## src/rtl/pipe_stage_buf_pkg.sv

```systemverilog
// Shared constants, state encoding and sizing helper for the pipe_stage_buf elastic stage buffer.
package pipe_pkg;

  localparam logic [15:0] NOP_WORD_DEF = 16'h0800;
  localparam int          MAX_DEPTH    = 8;

  typedef enum logic {
    ST_RUN,
    ST_HALTED
  } state_e;

  // A single-entry buffer still needs a 1-bit pointer to keep the ports legal.
  function automatic int ptr_width(input int depth);
    return (depth > 1) ? $clog2(depth) : 1;
  endfunction

endpackage

```

## src/rtl/pipe_stage_buf_fifo.sv

```systemverilog
// Storage, pointers and occupancy count for pipe_stage_buf; DEPTH need not be a power of two.
module pipe_stage_fifo
  import pipe_pkg::*;
#(
  parameter  int W     = 34,
  parameter  int DEPTH = 2,
  localparam int PTR_W = ptr_width(DEPTH),
  localparam int CNT_W = $clog2(DEPTH + 1)
) (
  input  logic             clk,
  input  logic             rst,
  input  logic             clear,
  input  logic             push,
  input  logic             pop,
  input  logic [W-1:0]     wr_data,
  output logic [W-1:0]     rd_data,
  output logic [CNT_W-1:0] count
);

  localparam logic [PTR_W-1:0] LAST_PTR = PTR_W'(DEPTH - 1);

  logic [W-1:0]     r_mem [0:DEPTH-1];
  logic [PTR_W-1:0] r_wr_ptr;
  logic [PTR_W-1:0] r_rd_ptr;
  logic [CNT_W-1:0] r_count;

  // Storage is deliberately left out of reset.
  always_ff @(posedge clk) begin
    if (push) r_mem[r_wr_ptr] <= wr_data;
  end

  always_ff @(posedge clk) begin
    if (!rst || clear) begin
      r_wr_ptr <= '0;
      r_rd_ptr <= '0;
      r_count  <= '0;
    end else begin
      if (push) r_wr_ptr <= (r_wr_ptr == LAST_PTR) ? '0 : r_wr_ptr + 1'b1;
      if (pop)  r_rd_ptr <= (r_rd_ptr == LAST_PTR) ? '0 : r_rd_ptr + 1'b1;
      if (push && !pop)      r_count <= r_count + 1'b1;
      else if (pop && !push) r_count <= r_count - 1'b1;
    end
  end

  assign rd_data = r_mem[r_rd_ptr];
  assign count   = r_count;

endmodule

```

## src/rtl/pipe_stage_buf.sv

```systemverilog
// Elastic inter-stage pipeline buffer: valid/ready FIFO with flush, sticky halt and NOP bubbles.
// Optional perf counters (stall_cnt, bubble_cnt) enabled by defining PIPE_STAGE_PERF_EN.
module pipe_stage_buf
  import pipe_pkg::*;
#(
  parameter int                DATA_W   = 16,
  parameter int                PC_W     = 16,
  parameter int                DEPTH    = 2,
  parameter logic [DATA_W-1:0] NOP_WORD = DATA_W'(NOP_WORD_DEF)
) (
  input  logic              clk,
  input  logic              rst,
  input  logic              flush,
  input  logic              in_valid,
  output logic              in_ready,
  input  logic [DATA_W-1:0] in_inst,
  input  logic [PC_W-1:0]   in_pc,
  input  logic              in_err,
  input  logic              in_halt,
  output logic              out_valid,
  input  logic              out_ready,
  output logic [DATA_W-1:0] out_inst,
  output logic [PC_W-1:0]   out_pc,
  output logic              out_err,
  output logic              out_halt,
  output logic              halted
`ifdef PIPE_STAGE_PERF_EN
  ,
  output logic [15:0]       stall_cnt,
  output logic [15:0]       bubble_cnt
`endif
);

  localparam int               W       = DATA_W + PC_W + 2;
  localparam int               CNT_W   = $clog2(DEPTH + 1);
  localparam logic [CNT_W-1:0] DEPTH_C = CNT_W'(DEPTH);

  state_e           r_state;
  state_e           w_state_next;
  logic [CNT_W-1:0] w_count;
  logic [W-1:0]     w_rd_data;
  logic             w_push;
  logic             w_pop;
  logic             w_head_valid;

  // in_ready depends only on registered state, never on out_ready.
  assign in_ready     = (w_count < DEPTH_C) && (r_state == ST_RUN);
  assign w_head_valid = (w_count != '0);
  assign w_push       = in_valid && in_ready;
  assign w_pop        = out_valid && out_ready;

  pipe_stage_fifo #(
    .W     (W),
    .DEPTH (DEPTH)
  ) u_fifo (
    .clk     (clk),
    .rst     (rst),
    .clear   (flush),
    .push    (w_push && !flush),
    .pop     (w_pop && !flush),
    .wr_data ({in_err, in_halt, in_pc, in_inst}),
    .rd_data (w_rd_data),
    .count   (w_count)
  );

  always_ff @(posedge clk) begin
    if (!rst) r_state <= ST_RUN;
    else      r_state <= w_state_next;
  end

  always_comb begin
    w_state_next = r_state;
    halted       = (r_state == ST_HALTED);
    out_valid    = w_head_valid;
    out_inst     = NOP_WORD;
    out_pc       = '0;
    out_err      = 1'b0;
    out_halt     = 1'b0;
    if (flush) begin
      w_state_next = ST_RUN;
    end else if (r_state == ST_RUN && w_push && in_halt) begin
      w_state_next = ST_HALTED;
    end
    if (w_head_valid) begin
      out_inst = w_rd_data[DATA_W-1:0];
      out_pc   = w_rd_data[DATA_W +: PC_W];
      out_halt = w_rd_data[DATA_W + PC_W];
      out_err  = w_rd_data[DATA_W + PC_W + 1];
    end
  end

`ifdef PIPE_STAGE_PERF_EN
  // Counters survive flush; only reset clears them.
  always_ff @(posedge clk) begin
    if (!rst) begin
      stall_cnt  <= '0;
      bubble_cnt <= '0;
    end else begin
      if (out_valid && !out_ready && stall_cnt != 16'hFFFF)
        stall_cnt <= stall_cnt + 16'd1;
      if (!out_valid && r_state == ST_RUN && bubble_cnt != 16'hFFFF)
        bubble_cnt <= bubble_cnt + 16'd1;
    end
  end
`endif

endmodule

```

## config.mk

```make
export PLATFORM = sky130hd
export DESIGN_NAME = pipe_stage_buf
export DESIGN_NICKNAME = d
export VERILOG_FILES = /design/src/rtl/pipe_stage_buf_pkg.sv /design/src/rtl/pipe_stage_buf_fifo.sv /design/src/rtl/pipe_stage_buf.sv
export SDC_FILE = /design/constraint.sdc
export NUM_CORES = 1
export LEC_CHECK = 0
export ABC_CLOCK_PERIOD_IN_PS = 5700
export CORE_ASPECT_RATIO = 1.4
export CORE_UTILIZATION = 41
export CTS_CLUSTER_SIZE = 40
export DETAILED_ROUTE_END_ITERATION = 8
export PLACE_DENSITY_LB_ADDON = 0.25
export SLEW_MARGIN = 20
export SYNTH_ARGS = -nofsm -noshare
export SYNTH_HDL_FRONTEND = slang
export SYNTH_HIERARCHICAL = 1
export SYNTH_SLANG_ARGS = --single-unit
```

## constraint.sdc

```tcl
create_clock -name clk -period 5.7 [get_ports clk]
set_clock_uncertainty 0.05 [all_clocks]
set_input_delay 0.57 -clock clk [delete_from_list [all_inputs] [get_ports clk]]
set_output_delay 0.57 -clock clk [all_outputs]
set_load 0.02 [all_outputs]
```

======== Word level (Yosys, flattened, before mapping) ========
Memories as Yosys holds them, arrays and structs flattened. A register that Yosys moved wholly into a read port is not among the register bits.
Cells that the tools add are included.
word-level totals
  register bits after elaboration ......... 5
  memory bits (writable) .................. 68
  input port bits ......................... 39
  logic and storage cells ................. 41
  memories ................................ 1
memory list
  memory        depth  width  rd ports  clocked after Yosys merged registers in  wr ports  RTL line                   source
  u_fifo.r_mem  2      34     1         1                                        1         pipe_stage_buf_fifo.sv:22  logic [W-1:0] r_mem [0:DEPTH-1];
cells by class
  add/sub/neg operators ................... 4
  order comparisons ....................... 1
  mux-type cells .......................... 12
  bitwise operators ....................... 2
  reduce and logical (&&, ||, !) cells .... 17
operator list
  kind                                              number
  two-way mux 16 bit                                2
  logical AND 1 bit                                 9
  two-way mux 1 bit                                 8
  zero test 1 bit                                   4
  two-way mux 2 bit                                 2
  nonzero test 2 bit                                2
  adder 1 bit, second input constant                2
  adder 2 x 1 -> 2 bit, second input constant       1
  < comparator 2 bit, second input constant         1
  inverter 1 bit                                    2
  OR reduction 2 bit                                1
  subtractor 2 x 1 -> 2 bit, second input constant  1
  logical OR 1 bit                                  1

======== Logic depth before layout (Yosys ltp) ========
  depth after elaboration ................. 8
  depth in mapped cells ................... 8
  depth with buffers taken out ............ 7

======== By module ========
The synthesis kept the hierarchy.
modules (own cells, without submodules)
  module           instances  cells each  area each (µm²)
  pipe_stage_fifo  1          127         2665.1
  pipe_stage_buf   1          47          316.6

======== Least setup slack after synthesis ========
OpenSTA, ideal clock, no wires.
  path kind ............................... input to register
  from .................................... input port flush
  to ...................................... memory u_fifo.r_mem[0][0], enable pin
  data arrival time ....................... 2.678 ns
  slack ................................... 2.543 ns
  stages on the path ...................... 2
  path buffers ............................ 0
  path through ............................ nor4b_1 > nor2b_1
on the way
  longest elaborated chain between the ends .. 4
RTL lines
  item                                     RTL line                   source
  start: declaration                       pipe_stage_buf.sv:13       input logic flush,
  zero test 1 bit                          pipe_stage_buf.sv:59       .push (w_push && !flush),
  logical AND 1 bit                        pipe_stage_buf.sv:59
  two-way mux 1 bit                        pipe_stage_buf_fifo.sv:29  if (push) r_mem[r_wr_ptr] <= wr_data;
  two-way mux 1 bit (implied by the code)  pipe_stage_buf_fifo.sv:29
  end: declaration                         pipe_stage_buf_fifo.sv:22
Every way passes these cells.

==> qor.csv <==
metric,value,unit
hpwlAfterDp,3320,µm
r2r_end,u_fifo/r_mem[0][16],
row_count,36,
cts_num_sinks,74,
final_max_slew_viol_count,0,
p_clk_share,36.2,%
maxCapViolations,0,
reg2reg_depth,2,
diodes,0,
cellLeakagePower,1.31,nW
clkTransAtPathRegs,0.07,ns
syn_inst,174,
status,"complete, no violations",
p_int,0.000916,W
coreArea,6980,µm²
holdWs,0.449,ns
antenna_found_initial,0,
wl_per_cell,14.6,µm
cp.required,5.08,ns
drtAntennaViolNets,0,
p_sw,0.000234,W
grt_remaining_overflow,0,
clk_latency,0.33,ns
max_freq,308,MHz
clockBufferDepth,2,
path_max_fanout,19,
htree_levels,3,
numCtsBuffers,9,
cts_hold_buf,0,
start_kind,flip-flop,
post_cts_buffers,0,
cts_root_buf,clkbuf_8,
io_pins,76,
die_y,103,µm
synth_area,2980,µm²
holdCritStartpoint,halted,
peakVddDrop,0.228,mV
grt_max_degree,37,
max_slew.worst_pin.slew,0.995,ns
critPathArrivalTime,2.62,ns
vias_per_cell,4.69,
drive_above_1_share,20.8,%
ys_ff_latch,74,
p_comb_share,10.2,%
drtPass1Iterations,4,
cts_tree,built,
grt_pass1_wl,8000,µm
grt_use_total,14.7,%
num_vias,1661,
setup_violations,0,
finalWeightedCongestion,0.649,
worstReg2RegStart,u_fifo/count[1],
whs_endpoint,halted,
start_util,42.7,%
die_w,74.1,µm
die_area,7620,µm²
min_period,3.24,ns
layout_common_cells,"clkdlybuf4s50_1 (75), edfxtp_1 (68), mux2_2 (34)",
synthDistinctLibCells,21,
nets,294,
timing_hold_violations_final,0,
route.detailed.drc,0,
drt_wl_total,5180,µm
end_kind,output port,
final_common_cell,clkdlybuf4s50_1,
yosys_warnings,6,
critPathKind,reg -> out,
finalCritPeriodShare,56.9,%
drtIter0Drc,94,
cts_resized,0,
power_density,286,nW/µm²
syn2layout_area_growth,34.7,%
worstHoldPathCells,2,
power,0.00115,W
grt_pass1_vias,1648,
syn-num-nets,214,
p_sw_share,20.3,%
avgSynthCellArea,17.1,µm²
r2r_slack,3.24,ns
seq_power_share,53.5,%
tns,0,ns
synth_seq_area_share,72.5,%
relSlewSlack,33.5,%
hold_path_class,reg -> reg,
io_buffer_count,75,
rsz0062_at_grt,false,
worst max-delay path, cell delays in order, from the launching register on:
cell,delay (ns)
dfxtp_1,0.81
buf_4,0.39
mux2_2,0.37
nor2b_1,0.13
clkdlybuf4s50_1,0.58
cell usage after synthesis:
library cell	number	area, µm²
edfxtp_1	68	2040
mux2_2	34	383
nor2b_1	34	213
dfxtp_1	6	120
nor2_1	5	18.8
buf_6	4	45.0
buf_2	3	15.0
inv_1	3	11.3
a21oi_1	2	10.0
nand2b_1	2	12.5
xnor2_1	2	17.5
xor2_1	2	17.5
and2_1	1	6.26
ha_1	1	12.5
nand3b_1	1	7.51
nor2_4	1	11.3
nor3b_2	1	12.5
nor4b_1	1	8.76
o21ai_0	1	5.00
or2_1	1	6.26
or3_1	1	6.26
area by class of cell:
class / count / area, µm²
fillers: 583 / 2970
flip-flops and latches: 74 / 2160
repair buffers: 76 / 758
multi-input cells: 90 / 757
clock buffers: 9 / 124
well taps: 95 / 119
clock inverters: 7 / 83.8
inverters: 3 / 11.3
sequential cells by signal, indices dropped and copies added (netlist names), named ones only:
register	count
u_fifo/r_wr_ptr	1
u_fifo/count	2
halted	1
u_fifo/r_rd_ptr	1
u_fifo/r_mem	68
routing by layer:
| layer | up-vias | part of all wire [%] | track usage, % | routed length (µm) |
|---|---|---|---|---|
| met2 | 52 | 53 | 24.3 | 2730 |
| met1 | 808 | 41 | 17.6 | 2100 |
| met3 | 9 | 4.8 | 2.74 | 247 |
| li1 | 792 | - | - | - |
| met5 | - | 0 | 0 | 0 |
| met4 | 0 | 1.9 | 9.32 | 99 |
power by group through the flow:
stage	logic, W	registers [W]	clock network (W)
finish	0.000118	0.000616	0.000417
global route	0.000127	0.000617	0.000449
CTS	0.000120	0.000616	0.000429
detailed placement	0.000119	0.000628	0
global placement	0.000117	0.000627	0
floorplan	0.0000562	0.000627	0
through the flow:
step / utilization, % / std cells / setup slack (ns) / cell area (µm²)
2_1_floorplan: - / 174 / 2.54 / 2980
3_3_place_gp: 54.5 / 338 / 2.66 / 3810
3_5_place_dp: 54.5 / 338 / 2.58 / 3810
4_1_cts: 57.5 / 354 / 2.39 / 4020
5_1_grt: 57.5 / 354 / 2.30 / 4020
6_report: 57.5 / 354 / 2.46 / 4020
cells by family after synthesis:
logic type	Yosys count	share of synthesized area [%]
AOI/OAI and AO/OA	3	0.503
xor gates and xnor gates	4	1.18
adders and majority gates	1	0.420
buffers and inverters	10	2.39
DFF	74	72.5
muxes	34	12.8
and+or+nand+nor	48	10.2
how the worst max path moves through the flow:
stage	from	to	slack, ns
finish	flip-flop	out_halt	2.46
global route	flip-flop	out_halt	2.30
CTS	flip-flop	out_halt	2.39
detailed placement	flush	u_fifo/r_mem[0][29]	2.58
global placement	flush	u_fifo/r_mem[0][29]	2.66
floorplan	flush	u_fifo/r_mem[0][0]	2.54
(Power assumes the default switching activity.)
